<file path="src/rtl/alu_op_seq_pkg.sv">
// Shared types and constants for the alu_op_seq sequencer.
// Optional accumulator operand is enabled by defining ALU_OP_SEQ_ACC_EN.
package alu_op_seq_pkg;

  typedef enum logic [1:0] {
    IDLE = 2'd0,
    EXEC = 2'd1,
    DONE = 2'd2
  } alu_seq_state_e;

  // Bit positions inside out_flags.
  localparam int FLG_OVF   = 2;
  localparam int FLG_ZERO  = 1;
  localparam int FLG_CARRY = 0;

  function automatic logic [2:0] pack_flags(input logic ovf, input logic zero, input logic carry);
    logic [2:0] f;
    f            = '0;
    f[FLG_OVF]   = ovf;
    f[FLG_ZERO]  = zero;
    f[FLG_CARRY] = carry;
    return f;
  endfunction

endpackage

</file>
<file path="src/rtl/alu_seq_sat_cnt.sv">
// Saturating up-counter: counts inc pulses, sticks at all-ones.
module alu_seq_sat_cnt #(
  parameter int CNT_W = 8
) (
  input  logic             clk,
  input  logic             rst_n,
  input  logic             inc,
  output logic [CNT_W-1:0] count
);

  logic [CNT_W-1:0] cnt_q;
  logic [CNT_W-1:0] cnt_d;

  always_comb begin
    cnt_d = cnt_q;
    if (inc && (cnt_q != '1)) begin
      cnt_d = cnt_q + CNT_W'(1);
    end
  end

  always_ff @(posedge clk or negedge rst_n) begin
    if (!rst_n) begin
      cnt_q <= '0;
    end else begin
      cnt_q <= cnt_d;
    end
  end

  assign count = cnt_q;

endmodule

</file>
<file path="src/rtl/alu_op_seq.sv">
// Three-state sequencer driving an external 4-bit add/sub unit and holding its result.
// Define ALU_OP_SEQ_ACC_EN to add a result accumulator usable as operand a.
module alu_op_seq
  import alu_op_seq_pkg::*;
#(
  parameter int CNT_W = 8
) (
  input  logic             clk,
  input  logic             rst_n,
  // Handshakes: a transfer happens on a rising edge where valid && ready;
  // valid-side payload is only looked at when ready is high.
  input  logic             in_valid,
  output logic             in_ready,
  input  logic             in_sub,
  input  logic [3:0]       in_a,
  input  logic [3:0]       in_b,
  input  logic             in_acc,
  output logic             alu_sub,
  output logic [3:0]       alu_a,
  output logic [3:0]       alu_b,
  input  logic [3:0]       alu_result,
  input  logic             alu_overflow,
  input  logic             alu_zero,
  input  logic             alu_carry,
  output logic             out_valid,
  input  logic             out_ready,
  output logic [3:0]       out_result,
  output logic [2:0]       out_flags,
  output logic [CNT_W-1:0] ops_done,
  output alu_seq_state_e   dbg_state
);

  alu_seq_state_e state_q, state_d;
  logic           alu_sub_q, alu_sub_d;
  logic [3:0]     alu_a_q, alu_a_d;
  logic [3:0]     alu_b_q, alu_b_d;
  logic [3:0]     out_result_q, out_result_d;
  logic [2:0]     out_flags_q, out_flags_d;
  logic           out_fire;
  logic [3:0]     op_a;

`ifdef ALU_OP_SEQ_ACC_EN
  logic [3:0] acc_q, acc_d;

  assign op_a  = in_acc ? acc_q : in_a;
  assign acc_d = out_fire ? out_result_q : acc_q;

  always_ff @(posedge clk or negedge rst_n) begin
    if (!rst_n) begin
      acc_q <= '0;
    end else begin
      acc_q <= acc_d;
    end
  end
`else
  logic unused_in_acc;

  assign op_a          = in_a;
  assign unused_in_acc = in_acc;
`endif

  always_comb begin
    state_d      = state_q;
    alu_sub_d    = alu_sub_q;
    alu_a_d      = alu_a_q;
    alu_b_d      = alu_b_q;
    out_result_d = out_result_q;
    out_flags_d  = out_flags_q;
    in_ready     = 1'b0;
    out_valid    = 1'b0;
    out_fire     = 1'b0;
    case (state_q)
      IDLE: begin
        in_ready = 1'b1;
        if (in_valid) begin
          alu_sub_d = in_sub;
          alu_a_d   = op_a;
          alu_b_d   = in_b;
          state_d   = EXEC;
        end
      end
      EXEC: begin
        // The add/sub unit has had a full cycle to settle on the registered operands.
        out_result_d = alu_result;
        out_flags_d  = pack_flags(alu_overflow, alu_zero, alu_carry);
        state_d      = DONE;
      end
      DONE: begin
        out_valid = 1'b1;
        if (out_ready) begin
          out_fire = 1'b1;
          state_d  = IDLE;
        end
      end
      default: begin
        state_d = IDLE;
      end
    endcase
  end

  always_ff @(posedge clk or negedge rst_n) begin
    if (!rst_n) begin
      state_q      <= IDLE;
      alu_sub_q    <= 1'b0;
      alu_a_q      <= '0;
      alu_b_q      <= '0;
      out_result_q <= '0;
      out_flags_q  <= '0;
    end else begin
      state_q      <= state_d;
      alu_sub_q    <= alu_sub_d;
      alu_a_q      <= alu_a_d;
      alu_b_q      <= alu_b_d;
      out_result_q <= out_result_d;
      out_flags_q  <= out_flags_d;
    end
  end

  alu_seq_sat_cnt #(
    .CNT_W(CNT_W)
  ) u_ops_cnt (
    .clk  (clk),
    .rst_n(rst_n),
    .inc  (out_fire),
    .count(ops_done)
  );

  assign alu_sub    = alu_sub_q;
  assign alu_a      = alu_a_q;
  assign alu_b      = alu_b_q;
  assign out_result = out_result_q;
  assign out_flags  = out_flags_q;
  assign dbg_state  = state_q;

endmodule

</file>
<file path="config.mk">
export PLATFORM = sky130hd
export DESIGN_NAME = alu_op_seq
export DESIGN_NICKNAME = d
export VERILOG_FILES = /design/src/rtl/alu_op_seq_pkg.sv /design/src/rtl/alu_seq_sat_cnt.sv /design/src/rtl/alu_op_seq.sv
export SDC_FILE = /design/constraint.sdc
export NUM_CORES = 1
export LEC_CHECK = 0
export CAP_MARGIN = 20
export CORE_ASPECT_RATIO = 0.5
export CORE_MARGIN = 2
export CORE_UTILIZATION = 40
export DETAILED_ROUTE_END_ITERATION = 8
export PLACE_DENSITY = 0.78
export SLEW_MARGIN = 20
export SYNTH_ARGS = -nofsm -noshare
export SYNTH_HDL_FRONTEND = slang
export SYNTH_SLANG_ARGS = --single-unit
export TNS_END_PERCENT = 30
</file>
<file path="constraint.sdc">
create_clock -name clk -period 4.4 [get_ports clk]
set_clock_uncertainty 0.05 [all_clocks]
set_input_delay 0.88 -clock clk [delete_from_list [all_inputs] [get_ports clk]]
set_output_delay 0.88 -clock clk [all_outputs]
set_load 0.02 [all_outputs]
</file>
==> metrics.log, run 1 <==
[metrics] static leakage power: 0.6759 nW
[metrics] Adder-Cell Fraction of Synth Area: 0.01157
[metrics] switching part of the total: 0.3553
[metrics] core area: 2586 sq um
[metrics] instance area at placement: 1593 sq um
[metrics] starting density of the core: 0.4180
[metrics] Resized Gates After CTS: 0
[metrics] wire length of the first global-routing pass: 3.174 mm
[metrics] worst setup slack after placement: 2.014 ns
[metrics] die outline area: 3160 sq um
[metrics] Post-synth ARST share: 1.000
[metrics] power spent charging and discharging nets: 0.4050 mW
[metrics] share of post-route cells with drive strength above 1: 0.2047
[metrics] Final Instance Count excl. Fillers: 164
[metrics] nets in the synthesized netlist: 99
[metrics] vias per inst: 4.659
[metrics] Synth Warn #: 0
[metrics] initial antenna violation count: 0
[metrics] Worst Slack Setup Final: 1.982 ns
[metrics] area share of and/or/nand/nor cells after synthesis: 0.1053
[metrics] # setup viols final: 0
[metrics] Compound-Gate Fraction of Synth Area: 0.04398
[metrics] status: complete, no violations
[metrics] capturing element type of the critical path: primary output
[metrics] number of nets in the finished design: 150
[metrics] dominant combinational cell family by area after synthesis: multiplexers
[metrics] number of vias after detailed routing: 764
[metrics] endpoint required time on the critical path: 3.47 ns
[metrics] Worst-path clk slew: 0.08 ns
[metrics] initial DRC count: 46
[metrics] share of power burned in combinational logic: 0.506
[metrics] critical path startpoint category: flop
[metrics] number of routed nets with antenna violations: 0
[metrics] Post-synth EDFFs: 0
[metrics] maximum fanout along the worst path: 5
[metrics] pin count of the biggest net entering global routing: 27
[metrics] final max-slew violation count: 0
[metrics] Placer Congestion: 0.7479
[metrics] clk buf depth: 2
[metrics] Mapped Area: 1081 sq um
[metrics] internal power: 0.7348 mW
[metrics] clock latency on the worst-skew pair: 0.27 ns
[metrics] crit path DAT: 1.49 ns
[metrics] share of the cycle needed by the critical path after routing: 0.5494
[metrics] half-perimeter wire length of the detailed placement result: 1.614 mm
[metrics] Slew HR: 0.7084
[metrics] Max Fclk: 413.6 MHz
[metrics] power density over cell area: 691.7 nW/um^2
[metrics] antenna diode count: 0
[metrics] length of the first detailed-routing pass in iterations: 4
[metrics] post-detailed-route DRC marker count: 0
[metrics] Final min period: 2.418 ns
[metrics] number of global-route vias before repair: 686
[metrics] Routed WL: 2.060 mm
[metrics] slew at the pin with the worst max-slew slack: 0.4374 ns
[metrics] hold-fix buffer count after cts: 0
[metrics] Max stage delay on crit path: 0.59 ns
[metrics] number of buffers added by the clock tree synthesis step: 3
[metrics] kind of critical path: reg2out
[metrics] mean cell area of the mapped netlist: 14.04 sq um
[metrics] aggregate global-route resource usage: 0.1362
[metrics] top flip-flop cell by instance count after synthesis: sky130_fd_sc_hd__dfrtp_1
[metrics] clock share of power: 0.132
[metrics] Final Hold Viols: 0
[metrics] unrepaired setup endpoints after global routing: false
[metrics] mux cell area share after synthesis: 0.1979
[metrics] total of max-cap violations: 0
[metrics] die span in y: 40.76 um
[metrics] depth of the CTS H-tree: 1
[metrics] total clock sinks: 26
[metrics] cell total after placement: 160
[metrics] root buffer cell: sky130_fd_sc_hd__clkbuf_8
[metrics] Post-Synth XOR/XNOR Area: 0.02431
[metrics] number of top-level design ports: 49
[metrics] clock tree from TritonCTS: built
[metrics] number of standard cells after synthesis: 77
[metrics] Slowest cell on crit path: sky130_fd_sc_hd__clkdlybuf4s50_1
[metrics] register bit count reported by yosys: 26
[metrics] Die Wd: 77.52 um
[metrics] Total Negative Setup Slacks: 0 ns
[metrics] portion of the post-synthesis area used by sequential elements: 0.6019
[metrics] area overhead of the layout relative to synthesis: 52.43%
[metrics] number of port buffers: 47
[metrics] post-synth cell types: 25
[metrics] peak supply drop: 0.3487 mV
[metrics] Fillers: 200
[metrics] Remaining Overflow, GRT: 0
[metrics] Avg WL per Cell: 12.56 um
[metrics] Hold/Removal Path Class: reg2reg
[metrics] row count: 13
[metrics] Non-Filler Cell Area, Final: 1648 sq um
[metrics] Post-CTS Setup Repair Bufs: 0
[metrics] CP Cell Sequence: nand2b_1, inv_1, clkdlybuf4s50_1
[metrics] part of the total power dissipated in sequential elements: 0.362
[metrics] Finished Core Util: 0.6372
## area by class of cell
type | instances | area, sq um | share of cell area
Tap cell | 37 | 46.29 | 0.02809
Multi-Input combinational cell | 48 | 414.1 | 0.2513
Sequential cell | 26 | 650.6 | 0.3948
Inverter | 1 | 3.754 | 0.002278
Timing Repair Buffer | 48 | 478.0 | 0.2901
Clock buffer | 4 | 55.05 | 0.03341
## cells in the final DEF, fill, tap and decap left out, types with 2 or more instances in the layout
| master | Yosys | routed |
|---|---|---|
| sky130_fd_sc_hd__clkbuf_8 | 0 | 4 |
| sky130_fd_sc_hd__clkdlybuf4s50_1 | 0 | 47 |
| sky130_fd_sc_hd__nand2_1 | 4 | 4 |
| sky130_fd_sc_hd__nand2b_1 | 2 | 2 |
| sky130_fd_sc_hd__a21oi_1 | 3 | 3 |
| sky130_fd_sc_hd__dfrtp_1 | 26 | 26 |
| sky130_fd_sc_hd__o21ai_0 | 2 | 2 |
| sky130_fd_sc_hd__xnor2_1 | 3 | 3 |
| sky130_fd_sc_hd__mux2_1 | 3 | 3 |
| sky130_fd_sc_hd__nor2_1 | 2 | 2 |
| sky130_fd_sc_hd__mux2_2 | 16 | 16 |
## worst max-delay path: cells and delay by family (launching register included)
family | cells | cell delay, ns
AND/OR/NAND/NOR | 1 | 0.17
buffers and inverters | 2 | 0.65
flip-flops | 1 | 0.42
## through the flow
step	power [mW]	hold WS, ns
final	1.140	0.4620
after global routing	1.212	0.4761
after CTS	1.156	0.4648
after detailed placement	1.003	0.4445
after global placement	0.9893	0.4376
after floorplan	0.7197	0.5344
## registers in the layout (all words and copies together), names as in the netlist
signal and flops:
dbg_state 2, out_result 4, u_ops_cnt.count 8, out_flags 3, alu_b 4, alu_a 4, alu_sub 1
## synthesized netlist by cell type, types with 2 or more instances
cell                        n  area, sq um
sky130_fd_sc_hd__nand2_1    4        15.01
sky130_fd_sc_hd__o21ai_0    2        10.01
sky130_fd_sc_hd__xnor2_1    3        26.28
sky130_fd_sc_hd__mux2_1     3        33.78
sky130_fd_sc_hd__nand2b_1   2        12.51
sky130_fd_sc_hd__mux2_2    16        180.2
sky130_fd_sc_hd__nor2_1     2        7.510
sky130_fd_sc_hd__dfrtp_1   26        650.6
sky130_fd_sc_hd__a21oi_1    3        15.01
## per-layer routing
layer  wire [um]  up-vias  part of all wire  track usage
li1            -      370                 -            -
met1         957      380              0.46       0.1584
met2        1043       12              0.51       0.2674
met3          46        2             0.022      0.03304
met4          12        0            0.0058      0.04018
met5           0        -                 0            0
## path summary, 6_finish.rpt
path	from	slack, ns	to	cells past startpoint
max	dbg_state[0]	1.98	out_valid	3
min	alu_a[0]	0.46	alu_a[0]	1
max reg2reg	dbg_state[1]	2.86	alu_b[3]	3
min reg2reg	alu_a[0]	0.46	alu_a[0]	1
max in group asynchronous	rst_n	3.13	out_flags[0]	2
min in group asynchronous	rst_n	0.93	u_ops_cnt.count[5]	2
## cell families after synthesis
family,Yosys count
AOI/OAI and AO/OA,8
xor gates and xnor gates,3
adders and majority gates,1
buffers and inverters,3
DFF,26
muxes,19
and+or+nand+nor,17
## power by group through the flow
stage	Clock (mW)	Sequential, mW	Combinational (mW)
2_1_floorplan	0	0.544	0.175
6_report	0.151	0.412	0.577
3_5_place_dp	0	0.420	0.583
3_3_place_gp	0	0.413	0.576
5_1_grt	0.165	0.431	0.616
4_1_cts	0.157	0.414	0.585
Note: power is estimated with default switching activity, not from simulation.
==> inputs of run 2 (changes only) <==
==> constraint.sdc (replaced) <==
create_clock -name clk -period 2.3 [get_ports clk]
set_clock_uncertainty 0.05 [all_clocks]
set_input_delay 0.46 -clock clk [delete_from_list [all_inputs] [get_ports clk]]
set_output_delay 0.46 -clock clk [all_outputs]
set_load 0.02 [all_outputs]
==> run 2 against run 1 <==
Against the previous run:
- via count down 1.4%
- non-clock buffer count did not move
- critical path depth did not move
- design area is 0.99% higher
- hold slack worse by 0.0026 ns
- clock-buffer cell count is 1 lower
- highest routed layer unchanged
- final cell count stayed put
- largest cell class unchanged
- first-iteration DRC count shrank 54%
- global-route usage up 0.47 points
- largest power group unchanged
- utilization increased by 0.63 points
==> metrics.log, run 2 (synthesis results as in run 1) <==
[metrics] status: complete, no violations
[metrics] antenna diode count: 0
[metrics] half-perimeter wire length of the detailed placement result: 1.590 mm
[metrics] share of post-route cells with drive strength above 1: 0.2047
[metrics] length of the first detailed-routing pass in iterations: 4
[metrics] Die Wd: 77.52 um
[metrics] static leakage power: 0.6829 nW
[metrics] clock latency on the worst-skew pair: 0.27 ns
[metrics] Final Instance Count excl. Fillers: 164
[metrics] post-detailed-route DRC marker count: 0
[metrics] capturing element type of the critical path: primary output
[metrics] cell total after placement: 160
[metrics] clock tree from TritonCTS: built
[metrics] commonest cells after routing, fill and taps aside: sky130_fd_sc_hd__clkdlybuf4s50_1, sky130_fd_sc_hd__dfrtp_1, sky130_fd_sc_hd__mux2_2
[metrics] path depth of the worst reg2reg path: 3
[metrics] number of top-level design ports: 49
[metrics] number of routed nets with antenna violations: 0
[metrics] number of nets in the finished design: 150
[metrics] unrepaired setup endpoints after global routing: false
[metrics] Resized Gates After CTS: 0
[metrics] total of max-cap violations: 0
[metrics] share of the cycle needed by the critical path after routing: 0.8733
[metrics] number of port buffers: 47
[metrics] initial DRC count: 21
[metrics] power density over cell area: 1365 nW/um^2
[metrics] peak supply drop: 0.6067 mV
[metrics] final max-slew violation count: 0
[metrics] Avg WL per Cell: 12.82 um
[metrics] cell count of the worst hold path: 1
[metrics] critical path startpoint category: flop
[metrics] Fillers: 189
[metrics] crit path DAT: 1.50 ns
[metrics] Slew HR: 0.7116
[metrics] core area: 2586 sq um
[metrics] total clock sinks: 26
[metrics] initial antenna violation count: 0
[metrics] number of buffers added by the clock tree synthesis step: 3
[metrics] wire length of the first global-routing pass: 3.243 mm
[metrics] most common cell after layout, fill and taps aside: sky130_fd_sc_hd__clkdlybuf4s50_1
[metrics] Design Power: 2.271 mW
[metrics] endpoint required time on the critical path: 1.79 ns
[metrics] pin count of the biggest net entering global routing: 27
[metrics] aggregate global-route resource usage: 0.1409
[metrics] Placer Congestion: 0.8029
[metrics] Post-CTS Setup Repair Bufs: 0
[metrics] die outline area: 3160 sq um
[metrics] clk buf depth: 2
[metrics] number of global-route vias before repair: 690
[metrics] depth of the CTS H-tree: 1
[metrics] Hold/Removal Path Class: reg2reg
[metrics] Non-Filler Cell Area, Final: 1664 sq um
[metrics] Final Hold Viols: 0
[metrics] hold-fix buffer count after cts: 0
[metrics] flip-flop count of the largest register after layout: 8
[metrics] Routed WL: 2.102 mm
[metrics] kind of critical path: reg2out
[metrics] Total Negative Setup Slacks: 0 ns
[metrics] starting density of the core: 0.4180
[metrics] row count: 13
[metrics] instance area at placement: 1593 sq um
[metrics] # setup viols final: 0
[metrics] area overhead of the layout relative to synthesis: 53.94%
[metrics] number of vias after detailed routing: 753
[metrics] Max Fclk: 497.9 MHz
[metrics] Worst-path clk slew: 0.08 ns
[metrics] slew at the pin with the worst max-slew slack: 0.4326 ns
[metrics] root buffer cell: sky130_fd_sc_hd__clkbuf_8
[metrics] vias per inst: 4.591
[metrics] maximum fanout along the worst path: 5
[metrics] Remaining Overflow, GRT: 0
[metrics] Final min period: 2.009 ns
[metrics] die span in y: 40.76 um
## run 2: metrics by stage
stage / setup WS, ns / hold slack (ns) / utilization
final: 0.2914 / 0.4594 / 0.6434
after global routing: 0.1804 / 0.4709 / 0.6434
after CTS: 0.2721 / 0.4651 / 0.6434
after detailed placement: 0.3084 / 0.4448 / 0.6159
after global placement: 0.3474 / 0.4372 / 0.6159
after floorplan: 0.6528 / 0.1144 / -
## run 2: cell type report
| cell class | instances | area [sq um] | share of cell area |
|---|---|---|---|
| clock buffer | 3 | 41.29 | 0.02481 |
| inverter | 1 | 3.754 | 0.002256 |
| tap | 37 | 46.29 | 0.02782 |
| clock inverter | 1 | 30.03 | 0.01805 |
| multi-input combinational | 48 | 414.1 | 0.2489 |
| sequential | 26 | 650.6 | 0.3910 |
| timing repair buffer | 48 | 478.0 | 0.2872 |
## run 2: worst max-delay path: stages (launching register included)
cell and delay [ns]:
sky130_fd_sc_hd__dfrtp_1 0.42, sky130_fd_sc_hd__nand2b_1 0.16, sky130_fd_sc_hd__inv_1 0.06, sky130_fd_sc_hd__clkdlybuf4s50_1 0.59
## run 2: per-layer routing
metal	share of wire	GRT usage	routed length, um	vias up
met2	0.49	0.2565	1039	12
li1	-	-	-	373
met4	0.011	0.07589	23	0
met5	0	0	0	-
met1	0.47	0.1653	986	364
met3	0.026	0.03524	54	4
## run 2: final timing paths
path | from | to | slack (ns)
min in group asynchronous | rst_n | alu_a[0] | 0.50
worst max register to register | dbg_state[1] | alu_a[0] | 0.77
max in group asynchronous | rst_n | out_flags[2] | 1.46
worst min register to register | out_result[0] | out_result[0] | 0.46
worst max-delay path | dbg_state[0] | out_valid | 0.29
worst min-delay path | out_result[0] | out_result[0] | 0.46
## run 2: power breakdown
part           switching [mW]  leakage (nW)  internal [mW]
Combinational           0.514         0.331          0.596
Clock                   0.139        0.0357          0.233
Sequential              0.132         0.316          0.658
